### config.mk
export PLATFORM = sky130hd
export DESIGN_NAME = gf_mul_mod_359_seq
export DESIGN_NICKNAME = d
export VERILOG_FILES = /design/src/rtl/gf_mul_mod_359_seq.sv
export SDC_FILE = /design/constraint.sdc
export NUM_CORES = 1
export LEC_CHECK = 0
export ABC_AREA = 1
export CORE_MARGIN = 4
export CORE_UTILIZATION = 55
export CTS_CLUSTER_DIAMETER = 50
export CTS_CLUSTER_SIZE = 28
export DETAILED_ROUTE_END_ITERATION = 10
export GPL_TIMING_DRIVEN = 0
export HOLD_SLACK_MARGIN = 0.1
export PLACE_DENSITY_LB_ADDON = 0.15
export SLEW_MARGIN = 20
export SYNTH_ARGS = -nofsm -noshare
export SYNTH_HDL_FRONTEND = slang
export SYNTH_SLANG_ARGS = --single-unit
### constraint.sdc
create_clock -name clk -period 7.6 [get_ports clk]
set_input_delay 1.9 -clock clk [delete_from_list [all_inputs] [get_ports clk]]
set_output_delay 1.9 -clock clk [all_outputs]
set_load 0.02 [all_outputs]
### src/rtl/gf_mul_mod_359_seq.sv
// Sequential GF(P) multiplier: r = a*b mod P using MSB-first shift/add/reduce over W cycles.
// Valid/ready handshakes on both sides. One operand pair is in flight at a time.
module gf_mul_mod_359_seq #(
  parameter int P = 359,
  parameter int W = 9
) (
  input  logic         clk,
  input  logic         rst,
  input  logic         in_valid,
  output logic         in_ready,
  input  logic [W-1:0] din_a,
  input  logic [W-1:0] din_b,
  output logic         out_valid,
  input  logic         out_ready,
  output logic [W-1:0] dout_r
);

  localparam int CW = (W > 1) ? $clog2(W) : 1;
  localparam int TW = W + 2;
  localparam logic [W-1:0]  P_W     = W'(P);
  localparam logic [TW-1:0] P1_T    = TW'(P);
  localparam logic [TW-1:0] P2_T    = TW'(2 * P);
  localparam logic [CW-1:0] CNT_TOP = CW'(W - 1);

  typedef enum logic [1:0] {
    IDLE = 2'd0,
    BUSY = 2'd1,
    DONE = 2'd2
  } state_t;

  state_t        state_reg, state_next;
  logic [W-1:0]  a_reg, a_next;
  logic [W-1:0]  b_reg, b_next;
  logic [W-1:0]  acc_reg, acc_next;
  logic [W-1:0]  dout_reg, dout_next;
  logic [CW-1:0] cnt_reg, cnt_next;

  // Since 2**W < 2P, a single conditional subtract fully reduces the multiplicand.
  logic [W-1:0] a_red;
  assign a_red = (din_a >= P_W) ? (din_a - P_W) : din_a;

  logic         b_bit;
  logic [W-1:0] addend;
  assign b_bit = b_reg[cnt_reg];

  genvar gi;
  generate
    for (gi = 0; gi < W; gi++) begin : g_addend
      assign addend[gi] = a_reg[gi] & b_bit;
    end
  endgenerate

  // t = 2*acc + addend stays below 3P, so at most one of the two subtracts applies.
  logic [TW-1:0] t_sum;
  logic [W-1:0]  step_res;
  assign t_sum = {1'b0, acc_reg, 1'b0} + {2'b00, addend};

  always_comb begin
    step_res = t_sum[W-1:0];
    if (t_sum >= P2_T) begin
      step_res = W'(t_sum - P2_T);
    end else if (t_sum >= P1_T) begin
      step_res = W'(t_sum - P1_T);
    end
  end

  always_comb begin
    state_next = state_reg;
    a_next     = a_reg;
    b_next     = b_reg;
    acc_next   = acc_reg;
    cnt_next   = cnt_reg;
    dout_next  = dout_reg;
    case (state_reg)
      IDLE: begin
        if (in_valid) begin
          state_next = BUSY;
          a_next     = a_red;
          b_next     = din_b;
          acc_next   = '0;
          cnt_next   = CNT_TOP;
        end
      end
      BUSY: begin
        acc_next = step_res;
        if (cnt_reg == '0) begin
          dout_next  = step_res;
          state_next = DONE;
        end else begin
          cnt_next = cnt_reg - CW'(1);
        end
      end
      DONE: begin
        if (out_ready) begin
          state_next = IDLE;
        end
      end
      default: begin
        state_next = IDLE;
      end
    endcase
  end

  always_ff @(posedge clk or posedge rst) begin
    if (rst) begin
      state_reg <= IDLE;
      a_reg     <= '0;
      b_reg     <= '0;
      acc_reg   <= '0;
      cnt_reg   <= '0;
      dout_reg  <= '0;
    end else begin
      state_reg <= state_next;
      a_reg     <= a_next;
      b_reg     <= b_next;
      acc_reg   <= acc_next;
      cnt_reg   <= cnt_next;
      dout_reg  <= dout_next;
    end
  end

  // Handshake outputs decode the state register only; no combinational path from out_ready.
  assign in_ready  = (state_reg == IDLE);
  assign out_valid = (state_reg == DONE);
  assign dout_r    = dout_reg;

endmodule

== Yosys cells after proc, flatten, opt, wreduce, memory -nomap -nowiden ==
Cells that the tools add are included.
Storage, ports and cells
  word-level logic and storage cells: 52
  bits in registers: 42
Cells by class
  equal/unequal tests: 6
  order comparisons: 4
  add/sub/neg operators: 5
  bitwise operators: 9
  muxes and demuxes: 14
  reduce and logical (&&, ||, !) cells: 8
Operators by type and width (count)
  9-bit two-way mux: 4
  9-bit one-hot mux with 2 select lines: 1
  9-bit subtractor, second input constant: 2
  10-bit by 9-bit adder with 11-bit output: 1
  11-bit by 10-bit greater-or-equal comparator with 1-bit output, second input constant: 1
  11-bit by 9-bit greater-or-equal comparator with 1-bit output, second input constant: 1
  1-bit bitwise AND: 9
  9-bit greater-or-equal comparator, second input constant: 1
  9-bit by 8-bit subtractor with 9-bit output, second input constant: 1
  4-bit two-way mux: 2
  4-bit one-hot mux with 2 select lines: 1
  2-bit two-way mux: 3
  2-bit != test, second input constant: 3
  2-bit one-hot mux with 3 select lines: 1
  2-bit AND reduction: 3
  3-bit AND reduction: 2
  4-bit by 5-bit less-than comparator with 1-bit output, second input constant: 1
  1-bit binary-select mux with 4-bit select: 1
  4-bit zero test: 1
  4-bit by 1-bit subtractor with 4-bit output, second input constant: 1
  2-bit by 1-bit equality test with 1-bit output, second input constant: 1
  2-bit equality test, second input constant: 1
  2-bit zero test: 1
  2-bit by 1-bit != test with 1-bit output, second input constant: 1
  2 further kinds: 2

== Depth between registers and ports, before layout ==
Gate-level depths: netlist of run 1.
  word-level depth: 8
  depth in mapped cells: 28

== Least setup slack after synthesis of run 1 ==
OpenSTA, ideal clock, no wires.
  kind: reg2reg
  from: reg cnt_reg[0]
  to: reg acc_reg[2]
  setup time: 0.117 ns
  arrival time: 2.956 ns
  clock period less this slack: 3.074 ns
  setup slack: 4.526 ns
  cell stages (with the launch flop): 22
  required time: 7.483 ns
  cell sequence: dfrtp_1 buf_2 inv_1 nand2_1 nand3_1 nand3_1 nand3_1 nand2_1 inv_1 nor2_1 ha_1 fa_1 ha_1 nand2_1 nand2_1 nand3_1 nand3_1 nand2_2 buf_6 or2_1 nand3_1 nand2_1
On the way
  longest elaborated chain between the ends: 8
  elaborated cells between the ends (all ways): 19
  classes of those cells: 3 x add/sub; 2 x order compare; 5 x mux; 9 x bitwise
Ends and longest elaborated chain
  start, declared: RTL line 36  | logic [CW-1:0] cnt_reg, cnt_next;
  start signal, assigned: RTL line 117  | cnt_reg <= cnt_next;
  1-bit binary-select mux with 4-bit select (*): RTL line 44  | assign b_bit = b_reg[cnt_reg];
  1-bit two-way mux (not written as such) (*): RTL line 44
  1-bit bitwise AND: RTL line 49  | assign addend[gi] = a_reg[gi] & b_bit;
  10-bit by 9-bit adder with 11-bit output (*): RTL line 56  | assign t_sum = {1'b0, acc_reg, 1'b0} + {2'b00, addend};
  9-bit subtractor or 11-bit by 9-bit greater-or-equal comparator with 1-bit output (tied branches): RTL line 63, 62
  9-bit two-way mux: RTL line 62  | end else if (t_sum >= P1_T) begin
  9-bit two-way mux (*): RTL line 60  | if (t_sum >= P2_T) begin
  9-bit one-hot mux with 2 select lines (*): RTL line 74  | case (state_reg)
  end signal, assigned: RTL line 116  | acc_reg <= acc_next;
  end, declared: RTL line 34  | logic [W-1:0] acc_reg, acc_next;
Every way passes the cells marked *; elsewhere a longest branch is shown, timed or not. The select of a mux whose other input is x is not followed.
A chain may end at the register's enable or synchronous reset.

== Worst setup path after layout of run 1 ==
  from: reg cnt_reg[0]
  to: reg acc_reg[3]
The elaborated chain is that of the path after synthesis.

==> impl_results.md, run 1 <==
* Status: complete, no violations
* Worst Skew at 0.00992 ns
* Slew Viols, Final at 0
* Max_slew headroom at 57.8%
* R2r endpoint: acc_reg[3]$_DFFE_PP0P_
* Worst-skew pair later-pin latency at 0.30 ns
* Worst setup EP type: register
* CTS H-tree lvls at 2
* Met2 usage at 39.1%
* Syn_nets at 488
* Sequential cell area at 1050 sq um
* # placed instances at 555
* Num ports at 33
* R2R setup slack at 3.89 ns
* RR Startpoint: cnt_reg[0]$_DFFE_PP0P_
* Hold Fails Final Rpt at 0
* Global Route met1 Usage at 31.0%
* P&R area growth vs syn at 16.7%
* Vias in the first global route at 2774
* Min-delay src: dout_r[2]$_DFFE_PP0P_
* Initial DRC Count at 183
* Final setup violation count at 0
* CTS Root Cell: clkbuf_8
* Count of cell types in the netlist at 34
* Max Cap Viol at 0
* Antenna viol nets, final at 0
* Largest net degree at the start of global routing at 28
* Slowest stage delay, CP at 0.43 ns
* Antenna cells at 0
* Layout cells sized above 1 at 8.52%
* Post-CTS resize count at 0
* Multi-input gate area at 1750 sq um
* Top_reg_cell synth: dfrtp_1
* CP dominant cell by count: nand2_1
* Initial antenna violation count at 0
* Nets@finish at 528
* Worst-case clock buffer depth at 2
* Async S/R FF share, synth at 100%
* Highest clock rate at 0.270 GHz
* Routed length per instance at 12.7 um
* Global-route wire length before repair at 12300 um
* Met3 Resource Use GR at 2.92%
* GPL Wtd Cong at 0.899
* Worst R2R Path Depth at 27
* Die area at 6850 sq um
* Die W at 82.8 um
* Flops & latches, synth at 42
* Die Y at 82.8 um
* Cts bufs inserted at 5
* Cell Rows at 26
* CORE AREA at 5270 sq um
* Critical Path RT at 7.79 ns
* Layout Cells excl Fill at 563
* Synth warnings at 0
* Syn avg cell area at 6.80 sq um
* Final setup TNS at 0 ns
* Global route hottest layer: met2
* Hold Path Class: reg2reg
* Grt total ovfl at 0
* Post-DP HPWL at 5630 um
* Remaining DRCs at 0
* CP Class: reg2reg
* Detailed Route WL at 7170 um
* Total Routing Usage GR at 23.4%
* Minimum clock period at 3.71 ns
* Number of iterations in the first detailed-routing pass at 4
* Period utilization at 48.8%
* Hold-fix buffers, CTS at 0
* CTS tree: done
* Vias at 2948
* Fillers at 485
* Seq/Total Area, Yosys at 34.2%
* Postcts setup bufs at 0
* Worst path slowest cell: fa_1
* DR vias/cell at 5.24
* Pin slew with the least headroom to its limit at 0.630 ns
* Initial Util at 58.4%
* RSZ-0062 raised after global routing: false
* CTS clk-pin slew, worst paths at 0.08 ns
* Startpoint Class: register
* Synth Cell Area at 3080 sq um
* Worst Hold Path Cells at 2
* Arr. time, crit path at 3.90 ns
* Mapped Cells at 452
* Hold EP: dout_r[2]$_DFFE_PP0P_
* Clk sink count at 42
* Critical Path Fanout Max at 9
* # port buffers at 32
* Post-synth EDFFs at 0
[stage by stage]
| stage | util, % | area, sq um | worst slack (ns) | hold slack [ns] |
|---|---|---|---|---|
| after floorplan | - | 3080 | 4.53 | 0.449 |
| after global placement | 66.1 | 3480 | 3.88 | 0.466 |
| after detailed placement | 66.5 | 3500 | 3.90 | 0.469 |
| after global routing | 68.1 | 3590 | 3.56 | 0.520 |
| final | 68.1 | 3590 | 3.89 | 0.489 |
| after CTS | 68.1 | 3590 | 3.91 | 0.490 |
[cells in the final DEF, fill, tap and decap left out, drive strengths merged, types with 9 or more instances in the layout]
cell type      synthesis  final
clkbuf                 5     11
nor2                  33     33
clkdlybuf4s50          0     32
xor2                   9      9
nand4                  9      9
inv                   63     63
ha                    13     13
nand3                 51     51
o21ai                 23     23
a21oi                 10     10
nand2                177    177
dfrtp                 42     42
[worst max path at each step]
stage | slack, ns | endpoint | from | cells after the start
after floorplan | 4.53 | acc_reg[2]$_DFFE_PP0P_ | cnt_reg[0]$_DFFE_PP0P_ | 21
after global placement | 3.88 | a_reg[5]$_DFFE_PP0P_ | rst | 2
after detailed placement | 3.90 | a_reg[6]$_DFFE_PP0P_ | din_a[0] | 10
after CTS | 3.91 | acc_reg[3]$_DFFE_PP0P_ | cnt_reg[0]$_DFFE_PP0P_ | 27
after global routing | 3.56 | acc_reg[7]$_DFFE_PP0P_ | cnt_reg[0]$_DFFE_PP0P_ | 27
final | 3.89 | acc_reg[3]$_DFFE_PP0P_ | cnt_reg[0]$_DFFE_PP0P_ | 27
[critical path: cells and delay by family, from the launching register on]
family	cells	cell delay (ns)
simple gates	19	1.84
buf+inv	6	0.72
fa+ha+maj	2	0.65
flops	1	0.36
[metal layers]
layer | share of wire, % | up-vias
li1 | - | 1496
met1 | 45 | 1361
met2 | 49 | 73
met3 | 3.8 | 18
met4 | 2.5 | 0
met5 | 0 | -
[cells by family after synthesis]
kind of cell	count (synthesis)	share of synthesized area (%)
XOR/XNOR	13	3.95
AO/OA/AOI/OAI	39	7.16
buffers and inverters	71	8.99
AND/OR/NAND/NOR	273	39.8
flip-flops	42	34.2
adder cells (fa/ha/maj)	14	5.94
[synth_stat cells (2+ instances only)]
cell type / count / area [sq um]
o21ai_1: 2 / 10.0
nand3_1: 47 / 235
a22oi_1: 2 / 15.0
xor2_1: 8 / 70.1
nand3_2: 3 / 30.0
ha_1: 13 / 163
inv_2: 2 / 7.51
buf_2: 2 / 10.0
inv_1: 61 / 229
clkbuf_1: 5 / 18.8
o21ai_0: 21 / 105
nor2_2: 4 / 25.0
xnor2_1: 4 / 35.0
nand2_1: 162 / 608
nor2_1: 29 / 109
nand2_4: 2 / 22.5
nand4_1: 7 / 43.8
dfrtp_1: 42 / 1050
nand2_2: 13 / 81.3
a21oi_1: 9 / 45.0
[cell type report]
type                       instances  area share [%]
buffer                             8            1.12
sequential                        42            29.3
tap                               70            2.44
clock inverter                     2           0.383
inverter                          63            6.59
multi-input combinational        339            48.7
clock buffer                       6            2.02
timing repair buffer              33            9.48
Power of run 1 is left out: the tool's default activity adds up to more than one toggle a clock period on the data nets, which glitch-free logic cannot reach.
==> inputs of run 2 (changes only) <==
Settings changed: CORE_UTILIZATION 55 to 52.
Clock period 7.6 ns to 3 ns, I/O delays scaled along.
==> run 2 against run 1 <==
The flow now finishes with violations (setup timing). Non-clock buffer count grew 27. Routed wire length is 19% higher. Flip-flop and latch count stayed put. Fmax increased by 15%. Register-to-register slack got worse by 4.1 ns. Final area up 15%. Global-route usage down 0.098 points. Sequential share of layout area is 3.9 points lower. Clock-buffer cell count stayed put. Die area increased by 5.2%. Highest routed layer unchanged.
==> impl_results.md, run 2 (synthesized netlist as in run 1, its figures left out) <==
* Max_slew headroom at 45.1%
* Hold Path Class: reg2reg
* Setup WS post-layout at -0.218 ns
* Dpl cell area at 3530 sq um
* Global-route wire length before repair at 13800 um
* Die area at 7210 sq um
* Post-DP HPWL at 5640 um
* CTS H-tree lvls at 2
* Routed length per instance at 14.3 um
* Layout cells sized above 1 at 25.1%
* # port buffers at 32
* RSZ-0062 raised after global routing: true
* Slowest stage delay, CP at 0.47 ns
* Critical Path Fanout Max at 8
* Critical Path RT at 3.19 ns
* Minimum clock period at 3.22 ns
* Hold Fails Final Rpt at 0
* Worst path slowest cell: dfrtp_2
* Initial Util at 54.8%
* Die W at 84.9 um
* Startpoint Class: register
* Final setup violation count at 18
* Slew Viols, Final at 0
* Remaining DRCs at 0
* CTS clk-pin slew, worst paths at 0.08 ns
* Final Cell Area at 4140 sq um
* Status: finished, violations left
* Arr. time, crit path at 3.41 ns
* CTS Root Cell: clkbuf_8
* Number of iterations in the first detailed-routing pass at 5
* Cell Rows at 27
* Hold slack at 0.483 ns
* Detailed Route WL at 8500 um
* P&R area growth vs syn at 34.6%
* Worst-case clock buffer depth at 2
* Antenna cells at 0
* Cts bufs inserted at 5
* Most frequent cells in the layout: 143 x nand2_1, 52 x inv_1, 41 x dfrtp_1, 32 x nand3_1, 32 x clkdlybuf4s50_1
* Nets@finish at 557
* Top delay family on crit path: simple AND/OR/NAND/NOR gates
* CORE AREA at 5610 sq um
* CP Class: reg2reg
* CP bufs+invs at 3
* Worst Skew at 0.00517 ns
* Largest net degree at the start of global routing at 29
* Max Cap Viol at 0
* GPL Wtd Cong at 0.906
* Vias at 3190
* Violated checks: setup timing
* Die Y at 84.9 um
* Num ports at 33
* Period utilization at 107%
* Worst setup EP type: register
* Vias in the first global route at 3063
* Hold-fix buffers, CTS at 0
* CTS tree: done
* Final setup TNS at -3.17 ns
* Initial DRC Count at 215
* Most common cell after layout, fill and taps aside: nand2_1
* Setup WS pre-CTS at -0.436 ns
* Pin slew with the least headroom to its limit at 0.820 ns
* Clk sink count at 42
* CP cell instances: inv_2, nand2_1, nand3_1, nand3_1, nand3_2, nand2_2, inv_4, nor2_2, ha_2, fa_2, nand3_2, nand2_4, nand2_4, nand3_1, nand2_4, nand3_2, nand3_1, nand2_2, buf_6, or2_4, nand3_2, nand2_1
* Total Routing Usage GR at 23.3%
* Grt total ovfl at 0
* Highest clock rate at 0.311 GHz
* DR vias/cell at 5.38
* Fillers at 475
* Worst-skew pair later-pin latency at 0.30 ns
* Initial antenna violation count at 0
* Antenna viol nets, final at 0
[run 2: cell types whose count changed in the layout (fill, tap and decap cells not counted), moves of 6 or more]
cell / delta
nand3_2: +13
nor2_4: +6
nand3_1: -15
inv_1: -8
buf_4: +25
ha_1: -6
nand2_1: -19
nand2_4: +7
nor2_1: -7
inv_2: +6
nand2_2: +11
[run 2: per-stage QoR]
step	utilization, %	instances
floorplan	-	452
global placement	62.6	556
detailed placement	62.9	557
CTS	70.2	590
global route	73.8	593
finish	73.8	593
[run 2: path summary, 6_finish.rpt]
| kind | from | endpoint | slack [ns] | depth (start not counted) |
|---|---|---|---|---|
| max in group asynchronous | rst | a_reg[6]$_DFFE_PP0P_ | 1.79 | 3 |
| hold reg to reg | dout_r[3]$_DFFE_PP0P_ | dout_r[3]$_DFFE_PP0P_ | 0.48 | 2 |
| min in group asynchronous | rst | b_reg[8]$_DFFE_PP0P_ | 0.74 | 2 |
| setup / recovery | cnt_reg[0]$_DFFE_PP0P_ | acc_reg[2]$_DFFE_PP0P_ | -0.22 | 22 |
| hold / removal | dout_r[3]$_DFFE_PP0P_ | dout_r[3]$_DFFE_PP0P_ | 0.48 | 2 |
| setup reg to reg | cnt_reg[0]$_DFFE_PP0P_ | acc_reg[2]$_DFFE_PP0P_ | -0.22 | 22 |
[run 2: worst reg2reg max path: stages, from the launching register on]
cell and delay [ns]:
dfrtp_2 0.47, inv_2 0.10, nand2_1 0.06, nand3_1 0.08
nand3_1 0.09, nand3_2 0.08, nand2_2 0.08, inv_4 0.10
nor2_2 0.04, ha_2 0.19, fa_2 0.42, nand3_2 0.14
nand2_4 0.09, nand2_4 0.11, nand3_1 0.11, nand2_4 0.14
nand3_2 0.09, nand3_1 0.10, nand2_2 0.10, buf_6 0.16
or2_4 0.24, nand3_2 0.09, nand2_1 0.05
[run 2: layout make-up]
type                       instances  area [sq um]  share of cell area [%]
timing repair buffer              61           571                    13.8
buffer                             7          35.0                   0.846
sequential                        42          1050                    25.4
clock inverter                     1          7.51                   0.181
multi-input combinational        341          2070                    50.0
inverter                          63           241                    5.83
tap                               72          90.1                    2.18
clock buffer                       6          72.6                    1.75
[run 2: what timing repair did]
item | CTS | global route
pin swaps | 23 | 18
endpoints found under the setup margin | 18 | 18
gates resized for setup | 36 | 43
gates cloned | 3 | 0
buffers inserted | 24 | 3
[run 2: metal layers]
layer	GRT usage [%]	up-vias	share of wire, %
li1	-	1562	-
met1	29.5	1488	41
met2	39.6	124	51
met3	3.88	16	5.8
met4	9.64	0	2.0
met5	0	-	0
Power of run 2 is left out for the same reason.
==> inputs of run 3 (changes only) <==
Settings changed: CORE_UTILIZATION 52 to 55, HOLD_SLACK_MARGIN 0.1 to 0.15.
Clock period 3 ns to 4.15 ns, I/O delays scaled along.
==> results of run 3 <==
The final DEF is identical to that of run 1. Status: complete, no violations.
Among the figures that moved: setup slack after placement 3.90 ns -> 0.522 ns; setup slack after layout 3.89 ns -> 0.442 ns; register-to-register setup slack 3.89 ns -> 0.44 ns
Power of run 3 is left out for the same reason.
